## config.mk

```make
export PLATFORM = sky130hd
export DESIGN_NAME = opr_sequencer
export DESIGN_NICKNAME = d
export VERILOG_FILES = /design/src/rtl/opr_sequencer.sv
export SDC_FILE = /design/constraint.sdc
export NUM_CORES = 1
export LEC_CHECK = 0
export CORE_MARGIN = 2
export CORE_UTILIZATION = 54
export DETAILED_ROUTE_END_ITERATION = 8
export PLACE_DENSITY = 0.82
export SLEW_MARGIN = 10
export SYNTH_ARGS = -nofsm -noshare
export SYNTH_HDL_FRONTEND = slang
export SYNTH_SLANG_ARGS = --single-unit
export TNS_END_PERCENT = 10
```

## constraint.sdc

```tcl
create_clock -name clk -period 2.8 [get_ports clk]
set_clock_uncertainty 0.05 [all_clocks]
set_input_delay 0.28 -clock clk [delete_from_list [all_inputs] [get_ports clk]]
set_output_delay 0.28 -clock clk [all_outputs]
set_load 0.02 [all_outputs]
```

## src/rtl/opr_sequencer.sv

```systemverilog
// Instruction sequencer: fetches opcode/operand byte pairs from instruction memory
// and issues OPR_sel/operand commands to the operand demux with a done handshake.
module opr_sequencer #(
  parameter int AW         = 8,
  parameter int START_ADDR = 0
) (
  input  logic          clk,
  input  logic          rst_n,
  input  logic          start,
  output logic [AW-1:0] imem_addr,
  input  logic [7:0]    imem_rdata,
  output logic [2:0]    OPR_sel,
  output logic [7:0]    operand,
  output logic          issue_valid,
  input  logic          exec_done,
  output logic          busy,
  output logic          halted,
  output logic          err
);

  localparam logic [AW-1:0] START_PC = AW'(START_ADDR);

  localparam logic [2:0] S_IDLE      = 3'd0;
  localparam logic [2:0] S_FETCH_OP  = 3'd1;
  localparam logic [2:0] S_DEC_OP    = 3'd2;
  localparam logic [2:0] S_FETCH_OPR = 3'd3;
  localparam logic [2:0] S_LOAD_OPR  = 3'd4;
  localparam logic [2:0] S_ISSUE     = 3'd5;
  localparam logic [2:0] S_WAIT_DONE = 3'd6;
  localparam logic [2:0] S_HALT      = 3'd7;

  logic [2:0]    state_q, state_d;
  logic [AW-1:0] pc_q, pc_d;
  logic [AW-1:0] imem_addr_q, imem_addr_d;
  logic [2:0]    cmd_sel_q, cmd_sel_d;
  logic [2:0]    opr_sel_q, opr_sel_d;
  logic [7:0]    operand_q, operand_d;
  logic          issue_valid_q, issue_valid_d;
  logic          err_q, err_d;
  logic [AW-1:0] pc_inc;

  always_comb begin
    pc_inc    = pc_q + AW'(1);
    state_d   = state_q;
    pc_d      = pc_q;
    cmd_sel_d = cmd_sel_q;
    err_d     = err_q;
    case (state_q)
      S_IDLE: begin
        if (start) begin
          pc_d    = START_PC;
          state_d = S_FETCH_OP;
        end
      end
      S_HALT: begin
        if (start) begin
          pc_d    = START_PC;
          err_d   = 1'b0;
          state_d = S_FETCH_OP;
        end
      end
      S_FETCH_OP: state_d = S_DEC_OP;
      S_DEC_OP: begin
        pc_d = pc_inc;
        case (imem_rdata)
          8'h00: state_d = S_FETCH_OP;
          8'h01, 8'h02, 8'h03, 8'h04: begin
            cmd_sel_d = imem_rdata[2:0];
            state_d   = S_FETCH_OPR;
          end
          8'hFF: state_d = S_HALT;
          default: begin
            err_d   = 1'b1;
            state_d = S_HALT;
          end
        endcase
      end
      S_FETCH_OPR: state_d = S_LOAD_OPR;
      S_LOAD_OPR: begin
        pc_d    = pc_inc;
        state_d = S_ISSUE;
      end
      S_ISSUE, S_WAIT_DONE: state_d = exec_done ? S_FETCH_OP : S_WAIT_DONE;
      default: state_d = S_IDLE;
    endcase
  end

  // The address register follows pc into each fetch state so the read data lands in the next state.
  always_comb begin
    imem_addr_d   = imem_addr_q;
    opr_sel_d     = 3'b000;
    operand_d     = 8'h00;
    issue_valid_d = 1'b0;
    if (state_d == S_FETCH_OP || state_d == S_FETCH_OPR) begin
      imem_addr_d = pc_d;
    end
    // ISSUE is only reachable from LOAD_OPR, so the operand byte is on imem_rdata right now.
    if (state_d == S_ISSUE) begin
      opr_sel_d     = cmd_sel_q;
      operand_d     = imem_rdata;
      issue_valid_d = 1'b1;
    end else if (state_d == S_WAIT_DONE) begin
      opr_sel_d = opr_sel_q;
      operand_d = operand_q;
    end
  end

  always_ff @(posedge clk or negedge rst_n) begin
    if (!rst_n) begin
      state_q       <= S_IDLE;
      pc_q          <= START_PC;
      imem_addr_q   <= START_PC;
      cmd_sel_q     <= 3'b000;
      opr_sel_q     <= 3'b000;
      operand_q     <= 8'h00;
      issue_valid_q <= 1'b0;
      err_q         <= 1'b0;
    end else begin
      state_q       <= state_d;
      pc_q          <= pc_d;
      imem_addr_q   <= imem_addr_d;
      cmd_sel_q     <= cmd_sel_d;
      opr_sel_q     <= opr_sel_d;
      operand_q     <= operand_d;
      issue_valid_q <= issue_valid_d;
      err_q         <= err_d;
    end
  end

  assign imem_addr   = imem_addr_q;
  assign OPR_sel     = opr_sel_q;
  assign operand     = operand_q;
  assign issue_valid = issue_valid_q;
  assign err         = err_q;
  assign busy        = (state_q != S_IDLE) && (state_q != S_HALT);
  assign halted      = (state_q == S_HALT);

endmodule

```

==> results of run 1 <==
-- worst max path at each step --
| stage | startpoint | to | slack [ns] | depth (start not counted) |
|---|---|---|---|---|
| after floorplan | state_q[0] | imem_addr[2] | 0.97 | 5 |
| final | state_q[0] | halted | 0.38 | 3 |
| after detailed placement | imem_rdata[5] | cmd_sel_q[2] | 0.45 | 5 |
| after global placement | imem_rdata[5] | cmd_sel_q[1] | 0.51 | 5 |
| after global routing | state_q[0] | halted | 0.20 | 3 |
| after CTS | state_q[0] | halted | 0.40 | 3 |
-- where the power goes --
part	total [mW]	leakage, nW	switching [mW]	internal [mW]
combinational	0.897	0.438	0.471	0.426
sequential	0.802	0.468	0.171	0.631
clock	0.319	0.0386	0.171	0.148
-- per-layer routing --
metal	up-vias	share of wire	routed length [um]	global-route usage
met1	657	0.47	1629	0.2983
met2	30	0.48	1665	0.3312
met3	6	0.041	144	0.06769
met5	-	0	0	0
li1	612	-	-	-
met4	0	0.017	60	0.09524
-- Yosys cell counts, types with 2 or more instances --
library cell                n
sky130_fd_sc_hd__a211o_1    2
sky130_fd_sc_hd__a21oi_1    3
sky130_fd_sc_hd__a221o_1    3
sky130_fd_sc_hd__a22o_1    13
sky130_fd_sc_hd__and3_1     2
sky130_fd_sc_hd__and4_1     2
sky130_fd_sc_hd__buf_2      5
sky130_fd_sc_hd__clkbuf_1   3
sky130_fd_sc_hd__dfrtp_1   35
sky130_fd_sc_hd__inv_1      5
sky130_fd_sc_hd__mux2_2    12
sky130_fd_sc_hd__mux2i_1    2
sky130_fd_sc_hd__nand2_1    6
sky130_fd_sc_hd__nand3_1    3
sky130_fd_sc_hd__nand4_1    4
sky130_fd_sc_hd__nor2_1     7
sky130_fd_sc_hd__nor3_1     3
sky130_fd_sc_hd__nor4_1     2
sky130_fd_sc_hd__nor4b_1    2
sky130_fd_sc_hd__o21ai_0    2
sky130_fd_sc_hd__o21bai_1   2
sky130_fd_sc_hd__xnor2_1    3
-- logic make-up after synthesis --
logic type | Yosys count | share of synthesized area
adder cells (fa/ha/maj) | 1 | 0.007484
buffers and inverters | 13 | 0.03293
AO/OA/AOI/OAI | 36 | 0.1864
XOR/XNOR | 4 | 0.02096
flip-flops | 35 | 0.5240
AND/OR/NAND/NOR | 39 | 0.1355
multiplexers | 14 | 0.09282
-- flip-flops by register name, summed over array words and instances, names as in the netlist --
name,flops
OPR_sel,3
cmd_sel_q,3
err,1
imem_addr,8
issue_valid,1
operand,8
pc_q,8
state_q,3
-- per-stage QoR --
| stage | instances | utilization | hold WS, ns | setup WS, ns | total power [mW] |
|---|---|---|---|---|---|
| 2_1_floorplan | 142 | - | -0.06559 | 0.9719 | 1.391 |
| 3_3_place_gp | 202 | 0.6742 | 0.4271 | 0.5070 | 1.662 |
| 3_5_place_dp | 202 | 0.6742 | 0.4272 | 0.4510 | 1.700 |
| 4_1_cts | 210 | 0.6971 | 0.2978 | 0.3984 | 2.026 |
| 5_1_grt | 210 | 0.6971 | 0.3220 | 0.2049 | 2.149 |
| 6_report | 210 | 0.6971 | 0.2819 | 0.3751 | 2.018 |
-- layout make-up --
class / instances / area (um2)
Inverter: 5 / 18.77
Tap cell: 33 / 41.29
Multi-Input combinational cell: 94 / 740.7
Fill cell: 237 / 909.6
Timing Repair Buffer: 35 / 347.8
Clock buffer: 8 / 68.82
Sequential cell: 35 / 875.8
==> results.env, run 1 <==
CRITICAL_PATH_REQUIRED_NS=2.47
POSTCTSSETUPBUFFERS=0
LARGEST_NET_DEGREE_AT_THE_START_OF_GLOBAL_ROUTING=36
CTS.SINK_COUNT=35
INITIAL_CORE_UTIL=0.5567
CTS_HOLD_REPAIR.BUFFERS=0
DIEWIDTH_UM=59.64
PEAKVDDDROP_mV=0.4776
ROUTED_WIRE_LENGTH_PER_INSTANCE_UM=16.67
DRIVE_ABOVE_1_SHARE=0.1356
CPPEAKSTAGEDELAY_NS=0.76
YOSYS-TOP-CELLS-AREA='sky130_fd_sc_hd__dfrtp_1, sky130_fd_sc_hd__mux2_2, sky130_fd_sc_hd__a22o_1'
CLOCK_TREE.BUFFER_DEPTH=2
DIE_AREA_UM2=3556
FINISH.NET_COUNT=189
SYNTH_ENABLE_FLOP_CELLS=0
IO_PINS=35
FIRST_PASS_DRT_ITERATIONS=4
FP.COREAREA_UM2=3003
STARTPOINT_TYPE='flop'
PERIOD_MINUS_WS_FINAL_NS=2.425
SYNTH.AVG_CELL_AREA_UM2=11.77
POST_CTS_RESIZED=0
FINAL_HOLD_VIOLATING_ENDPOINTS=0
END_KIND='output pin'
TOTALWIRELENGTH_UM=3500
MIN-DELAY-PATH-CLASS='in -> async'
FINAL_DESIGN_AREA_NO_FILL_UM2=2093
FLOORPLAN.ROWS=20
SYNTH-SEQ-AREA-SHARE=0.5240
SYNTH_SEQ_CELLS=35
WORST-R2R-SETUP-SLACK_NS=0.62
CELL_BREAKDOWN_OF_THE_CRITICAL_PATH='inv_1 > nor2_1 > clkdlybuf4s50_1'
MOST_COMMON_CELL_AFTER_LAYOUT_FILL_AND_TAPS_ASIDE='sky130_fd_sc_hd__dfrtp_1'
R2R_START='state_q[0]'
GRT_SETUP_UNREPAIRED='false'
SLEW_HEADROOM=0.2288
CTS_ROOT_BUF='sky130_fd_sc_hd__clkbuf_4'
NUM_VIAS=1305
GRT_PASS1_WL_UM=5589
DRC=0
SYNTHDISTINCTLIBCELLS=43
SYNTH_TOP_AREA_SHARE=0.5240
GR-TOTAL-OVERFLOW=0
FINAL_ANTENNA_NET_COUNT=0
SYN-NUM-NETS=155
REG2REGPATHDEPTH=3
TIMING_WORST_SLEW_PIN_VALUE_NS=1.148
MAX_CAP_VIOL_COUNT=0
CP.BUFFERS_INVERTERS=2
CLKLATENCYLATEPIN_NS=0.34
YOSYS.AREA.TOP_TYPE='sky130_fd_sc_hd__dfrtp_1'
ANTENNA_VIOLATIONS_BEFORE_REPAIR=0
POWER_PER_CELL_AREA_nW_PER_UM2=963.8
TIMING.FINAL.SETUP_VIOLATIONS=0
TIMING.FINAL.CRIT_SHARE=0.8660
SLOWEST_STAGE='sky130_fd_sc_hd__dfrtp_1'
CP_DATA_ARRIVAL_TIME_NS=2.09
NETLIST_INSTANCES=142
YOSYSWARNINGCOUNT=0
NETLIST_AREA_UM2=1672
DETAILEDPLACEMENTHPWL_UM=2408
TIMING_WORST_SETUP_PATH_TYPE='reg -> out'
ANTENNA-DIODE-COUNT=0
AREAGROWTHSYNTHTOFINISH_PCT=25.22
DIE_HEIGHT_UM=59.64
FINAL-MAX-SLEW-VIOLATION-COUNT=0
MOSTFREQUENTLAYOUTCELLS='sky130_fd_sc_hd__dfrtp_1, sky130_fd_sc_hd__clkdlybuf4s50_1, sky130_fd_sc_hd__a22o_1'
FIRST_ITER_VIOLATIONS=63
CTS_TREE='done'
POSTSYNTH.ASYNCRESETSHARE=1.000
DETAILED_PLACE.AREA_UM2=2024
NUMBER_OF_BUFFER_CELLS_ADDED_ON_PRIMARY_PORTS=34
GLOBALROUTETOTALUTIL=0.2214
CTS_INSERTED_BUFFERS=5
VIAS_IN_THE_FIRST_GLOBAL_ROUTE=1164
FINALWEIGHTEDCONGESTION=0.8603
CRITPATHTOPFAMILY='buffers and inverters'
PATH_CLK_SLEW_NS=0.11
MAX_FREQ_MHz=412.4
TIMING.RR.END='operand[2]'
CRITICAL_PATH_PEAK_FANOUT=19
TOTAL_LEAKAGE_POWER_nW=0.9447
CTS-HTREE-LEVELS=2
FINAL.SETUP.TNS_NS=0
DRT-VIAS-PER-INSTANCE=6.214
OUTCOME='finished clean'
YS_DOMINANT_REG_CELL='sky130_fd_sc_hd__dfrtp_1'
No activity file was read; power rests on OpenSTA's default activity.
==> inputs of run 2 (changes only) <==
--- a/config.mk
+++ b/config.mk
@@ -6,11 +6,12 @@
 export NUM_CORES = 1
 export LEC_CHECK = 0
 export CORE_MARGIN = 2
-export CORE_UTILIZATION = 54
+export CORE_UTILIZATION = 50
 export DETAILED_ROUTE_END_ITERATION = 8
-export PLACE_DENSITY = 0.82
+export GPL_TIMING_DRIVEN = 0
+export PLACE_DENSITY = 0.76
 export SLEW_MARGIN = 10
 export SYNTH_ARGS = -nofsm -noshare
 export SYNTH_HDL_FRONTEND = slang
 export SYNTH_SLANG_ARGS = --single-unit
-export TNS_END_PERCENT = 10
+export TNS_END_PERCENT = 1
==> constraint.sdc (replaced) <==
create_clock -name clk -period 2.68 [get_ports clk]
set_clock_uncertainty 0.05 [all_clocks]
set_input_delay 0.268 -clock clk [delete_from_list [all_inputs] [get_ports clk]]
set_output_delay 0.268 -clock clk [all_outputs]
set_load 0.02 [all_outputs]
==> results.env, run 2 (same netlist as run 1, synthesis figures left out) <==
FLOORPLAN.ROWS=20
MAX_FREQ_MHz=436.5
DIE_HEIGHT_UM=61.82
FINAL.SETUP.TNS_NS=0
TIMING_WORST_SETUP_PATH_TYPE='reg -> out'
CP_DATA_ARRIVAL_TIME_NS=1.97
GLOBALROUTETOTALUTIL=0.2065
VIAS_IN_THE_FIRST_GLOBAL_ROUTE=1218
WORST-R2R-SETUP-SLACK_NS=0.64
GRT_PASS1_WL_UM=5761
DRIVE_ABOVE_1_SHARE=0.1568
TOTALWIRELENGTH_UM=3505
MIN-DELAY-PATH-CLASS='reg -> reg'
NUM_VIAS=1327
OUTCOME='finished clean'
FINALHOLDWORSTSLACK_NS=0.4496
PERIOD_MINUS_WS_FINAL_NS=2.291
TOTAL_LEAKAGE_POWER_nW=0.9678
POWER_PER_CELL_AREA_nW_PER_UM2=1001
DRT-VIAS-PER-INSTANCE=5.795
TIMING.FINAL.CRIT_SHARE=0.8549
STARTPOINT_TYPE='flop'
NUMBER_OF_BUFFER_CELLS_ADDED_ON_PRIMARY_PORTS=34
MOSTFREQUENTLAYOUTCELLS='sky130_fd_sc_hd__dfrtp_1, sky130_fd_sc_hd__clkdlybuf4s50_1, sky130_fd_sc_hd__a22o_1'
CRITICAL_PATH_PEAK_FANOUT=10
FINAL-MAX-SLEW-VIOLATION-COUNT=0
ANTENNA_VIOLATIONS_BEFORE_REPAIR=0
CTS.SINK_COUNT=35
INITIAL_CORE_UTIL=0.5344
TIMING.FINAL.SETUP_VIOLATIONS=0
ANTENNA-DIODE-COUNT=0
PATH_CLK_SLEW_NS=0.11
GRT_SETUP_UNREPAIRED='false'
CPPEAKSTAGEDELAY_NS=0.62
CLOCK_TREE.BUFFER_DEPTH=2
FIRST_PASS_DRT_ITERATIONS=4
MAX_CAP_VIOL_COUNT=0
TIMING_WORST_SLEW_PIN_VALUE_NS=0.7499
POST_CTS_RESIZED=0
GR-TOTAL-OVERFLOW=0
CLKLATENCYLATEPIN_NS=0.32
LARGEST_NET_DEGREE_AT_THE_START_OF_GLOBAL_ROUTING=36
CTS_TREE='done'
CRITICAL_PATH_REQUIRED_NS=2.36
MOST_COMMON_CELL_AFTER_LAYOUT_FILL_AND_TAPS_ASIDE='sky130_fd_sc_hd__dfrtp_1'
CTS_ROOT_BUF='sky130_fd_sc_hd__clkbuf_4'
SLEW_HEADROOM=0.5001
DETAILEDPLACEMENTHPWL_UM=2449
SLOWEST_STAGE='sky130_fd_sc_hd__clkdlybuf4s50_1'
IO_PINS=35
ROUTED_WIRE_LENGTH_PER_INSTANCE_UM=15.31
CTS_HOLD_REPAIR.BUFFERS=1
FIRST_ITER_VIOLATIONS=96
FINISH.NET_COUNT=197
DP_SLACK_NS=0.3425
DRC=0
CPMOSTUSEDCELL='sky130_fd_sc_hd__buf_2'
FP.COREAREA_UM2=3128
END_KIND='output pin'
FINAL_ANTENNA_NET_COUNT=0
CTS-HTREE-LEVELS=2
FINALWEIGHTEDCONGESTION=0.9143
DIEWIDTH_UM=61.82
WORST_SLACK_NS=0.3888
CTS_INSERTED_BUFFERS=5
PEAKVDDDROP_mV=0.4380
DIE_AREA_UM2=3822
AREAGROWTHSYNTHTOFINISH_PCT=28.07
FINAL_HOLD_VIOLATING_ENDPOINTS=0
POSTCTSSETUPBUFFERS=0
CELL_BREAKDOWN_OF_THE_CRITICAL_PATH='buf_2 > buf_2 > nand2_1 > nor2_1 > clkdlybuf4s50_1'
## run 2: layout make-up
cell class	count	area (um2)
multi-input combinational	94	740.7
inverter	5	18.77
sequential	35	875.8
fill	239	987.2
clock buffer	8	68.82
buffer	8	36.28
tap	44	55.05
timing repair buffer	35	345.3
## run 2: path summary, 6_finish.rpt
check                            from      endpoint  depth (start not counted)
max                        state_q[1]        halted                          5
min                               err           err                          2
max reg2reg                state_q[0]  imem_addr[2]                          5
min reg2reg                       err           err                          2
max in group asynchronous       rst_n  cmd_sel_q[2]                          2
min in group asynchronous       rst_n    operand[4]                          2
## run 2: report_power, final
group          internal, mW  leakage [nW]  switching, mW
Combinational         0.475         0.461          0.614
Sequential            0.661         0.468         0.0741
Clock                 0.154        0.0386          0.164
## run 2: stage by stage
stage / area [um2] / util / power (mW) / instances
final: 2141 / 0.6844 / 2.143 / 229
after global routing: 2141 / 0.6844 / 2.275 / 229
after CTS: 2141 / 0.6844 / 2.144 / 229
after detailed placement: 2062 / 0.6592 / 1.816 / 220
after global placement: 2067 / 0.6608 / 1.790 / 220
after floorplan: 1672 / - / 1.453 / 142
## run 2: critical path, delay by kind of cell, from the launching register on
| family | cells | cell delay [ns] |
|---|---|---|
| simple gates | 2 | 0.26 |
| buf+inv | 3 | 1.05 |
| flops | 1 | 0.33 |
## run 2: routing by layer
metal  track usage  vias to the layer above  share of wire
met3       0.06004                        7          0.053
met5             0                        -              0
met2        0.3008                       41           0.47
met4       0.06991                        0          0.012
met1        0.2977                      655           0.47
li1              -                      624              -
==> inputs of run 3 (changes only) <==
--- a/config.mk
+++ b/config.mk
@@ -5,11 +5,13 @@
 export SDC_FILE = /design/constraint.sdc
 export NUM_CORES = 1
 export LEC_CHECK = 0
+export CELL_PAD_IN_SITES_DETAIL_PLACEMENT = 1
+export CELL_PAD_IN_SITES_GLOBAL_PLACEMENT = 2
 export CORE_MARGIN = 2
-export CORE_UTILIZATION = 50
+export CORE_UTILIZATION = 33
 export DETAILED_ROUTE_END_ITERATION = 8
 export GPL_TIMING_DRIVEN = 0
-export PLACE_DENSITY = 0.76
+export PLACE_DENSITY = 0.77
 export SLEW_MARGIN = 10
 export SYNTH_ARGS = -nofsm -noshare
 export SYNTH_HDL_FRONTEND = slang
==> results.env, run 3 (same netlist as run 1, synthesis figures left out) <==
OUTCOME='finished clean'
ANTENNA_VIOLATIONS_BEFORE_REPAIR=0
FIRST_ITER_VIOLATIONS=42
GRT_PASS1_WL_UM=6665
FINISH.NET_COUNT=196
POWER.SWITCHING_mW=0.9008
CLOCK_TREE.BUFFER_DEPTH=2
ANTENNA-DIODE-COUNT=0
STARTPOINT_TYPE='flop'
DRT-MET1-WL_UM=1741
PEAKVDDDROP_mV=0.4511
TIMING.FINAL.SETUP_VIOLATIONS=0
MAX_FREQ_MHz=439.4
DETAILEDPLACEMENTHPWL_UM=2800
GR-TOTAL-OVERFLOW=0
AREAGROWTHSYNTHTOFINISH_PCT=30.61
VIAS_IN_THE_FIRST_GLOBAL_ROUTE=1427
PERIOD_MINUS_WS_FINAL_NS=2.276
CP_DATA_ARRIVAL_TIME_NS=1.96
NUMBER_OF_FILL_CELLS_IN_THE_LAYOUT=546
CTS-HTREE-LEVELS=2
R2R_START='state_q[0]'
CLKLATENCYLATEPIN_NS=0.30
CTS.SINK_COUNT=35
POSTCTSSETUPBUFFERS=0
MOSTFREQUENTLAYOUTCELLS='sky130_fd_sc_hd__dfrtp_1, sky130_fd_sc_hd__clkdlybuf4s50_1, sky130_fd_sc_hd__a22o_1'
DRIVE_ABOVE_1_SHARE=0.1630
FIRST_PASS_DRT_ITERATIONS=4
FINAL_DESIGN_AREA_NO_FILL_UM2=2183
CRITICAL_PATH_REQUIRED_NS=2.36
FINAL-MAX-SLEW-VIOLATION-COUNT=0
INITIAL_CORE_UTIL=0.3470
DIEWIDTH_UM=75.17
HIGHEST_METAL_LAYER_USED_BY_THE_DETAILED_ROUTER='met4'
FINAL_ANTENNA_NET_COUNT=0
SETUP.WORST_PATH.START='state_q[1]'
DETAILROUTE.WIRELENGTH.MET3_UM=135
DIE_HEIGHT_UM=75.17
POWER_FRAC_SEQ=0.333
MAX_CAP_VIOL_COUNT=0
SWITCHING_SHARE=0.4054
NUM_VIAS=1304
DRT-VIAS-PER-INSTANCE=5.195
MULTIINPUTGATEAREA_UM2=740.7
POST_CTS_RESIZED=0
TIMING.FINAL.CRIT_SHARE=0.8491
POWER.CLOCK.FRACTION=0.179
INTPOWER_mW=1.321
MOST_COMMON_CELL_AFTER_LAYOUT_FILL_AND_TAPS_ASIDE='sky130_fd_sc_hd__dfrtp_1'
FINALWEIGHTEDCONGESTION=0.7605
MIN-DELAY-PATH-CLASS='in -> async'
END_KIND='output pin'
NUMBER_OF_BUFFER_CELLS_ADDED_ON_PRIMARY_PORTS=34
TIMING_WORST_SLEW_PIN_VALUE_NS=0.7802
SLEW_HEADROOM=0.4799
POWER_PER_CELL_AREA_nW_PER_UM2=1018
CRIT_END='halted'
TIMING.RR.END='imem_addr[2]'
DETAILED_PLACE.AREA_UM2=2091
TOTALWIRELENGTH_UM=3851
GLOBALROUTETOTALUTIL=0.1581
DIE_AREA_UM2=5651
CRITICAL_PATH_PEAK_FANOUT=10
DRC=0
PATH_CLK_SLEW_NS=0.08
REG2REGPATHDEPTH=5
IO_PINS=35
LARGEST_NET_DEGREE_AT_THE_START_OF_GLOBAL_ROUTING=36
COMB_POWER_SHARE=0.488
FINAL.SETUP.TNS_NS=0
GRT_SETUP_UNREPAIRED='false'
TIMING_WORST_SETUP_PATH_TYPE='reg -> out'
CTS_INSERTED_BUFFERS=5
ROUTED_WIRE_LENGTH_PER_INSTANCE_UM=15.34
CTS_TREE='done'
CTS_HOLD_REPAIR.BUFFERS=0
CTS_ROOT_BUF='sky130_fd_sc_hd__clkbuf_8'
FP.COREAREA_UM2=4817
TOTAL_LEAKAGE_POWER_nW=0.9658
FINAL_HOLD_VIOLATING_ENDPOINTS=0
FLOORPLAN.ROWS=25
AREA.SEQUENTIAL_UM2=875.8
WORST-R2R-SETUP-SLACK_NS=0.71
MET2_LENGTH_UM=1915
run 3: changes by cell type in the layout (fill, tap and decap cells not counted):
cell,change
sky130_fd_sc_hd__inv_6,+1
sky130_fd_sc_hd__clkbuf_1,-1
sky130_fd_sc_hd__clkbuf_4,-5
sky130_fd_sc_hd__clkbuf_8,+3
sky130_fd_sc_hd__clkinvlp_4,+2
sky130_fd_sc_hd__dlygate4sd3_1,-1
run 3: worst min path at each step:
stage / from / endpoint / slack, ns / cells after the start
final: rst_n / state_q[2] / 0.002 / 1
after global routing: rst_n / state_q[2] / 0.06 / 1
after CTS: rst_n / operand[3] / 0.03 / 1
after detailed placement: rst_n / imem_addr[7] / 0.36 / 1
after global placement: operand[6] / operand[6] / 0.44 / 1
after floorplan: rst_n / OPR_sel[0] / -0.08 / 0
run 3: worst max-delay path, cell delays in order (launching register included):
cell	delay [ns]
sky130_fd_sc_hd__dfrtp_1	0.32
sky130_fd_sc_hd__buf_2	0.19
sky130_fd_sc_hd__buf_2	0.26
sky130_fd_sc_hd__nand2_1	0.12
sky130_fd_sc_hd__nor2_1	0.14
sky130_fd_sc_hd__clkdlybuf4s50_1	0.63
run 3: power groups by stage:
stage	combinational (mW)	clock, mW	sequential, mW
5_1_grt	1.20	0.433	0.759
3_5_place_dp	1.10	0	0.750
2_1_floorplan	0.621	0	0.832
6_report	1.08	0.398	0.740
4_1_cts	1.10	0.415	0.743
3_3_place_gp	1.08	0	0.745
run 3: layout make-up:
| type | count | share of cell area |
|---|---|---|
| flip-flops and latches | 35 | 0.4011 |
| inverters | 5 | 0.008596 |
| clock inverters | 3 | 0.01089 |
| multi-input cells | 94 | 0.3393 |
| repair buffers | 34 | 0.1536 |
| well taps | 67 | 0.03840 |
| clock buffers | 5 | 0.03152 |
| plain buffers | 8 | 0.01662 |
run 3: stage by stage:
stage	cells	power [mW]	utilization	hold WS, ns	setup WS (ns)
2_1_floorplan	142	1.453	-	-0.07759	0.8519
3_5_place_dp	243	1.846	0.4340	0.3558	0.2847
4_1_cts	251	2.258	0.4532	0.03134	0.3895
5_1_grt	251	2.394	0.4532	0.05523	0.3101
6_report	251	2.222	0.4532	0.001837	0.4044
3_3_place_gp	243	1.826	0.4351	0.4356	0.3364
run 3: layer usage:
metal,global-route usage,vias up
met5,0,-
met1,0.1921,645
met3,0.03347,6
met4,0.07018,0
met2,0.2700,32
li1,-,621
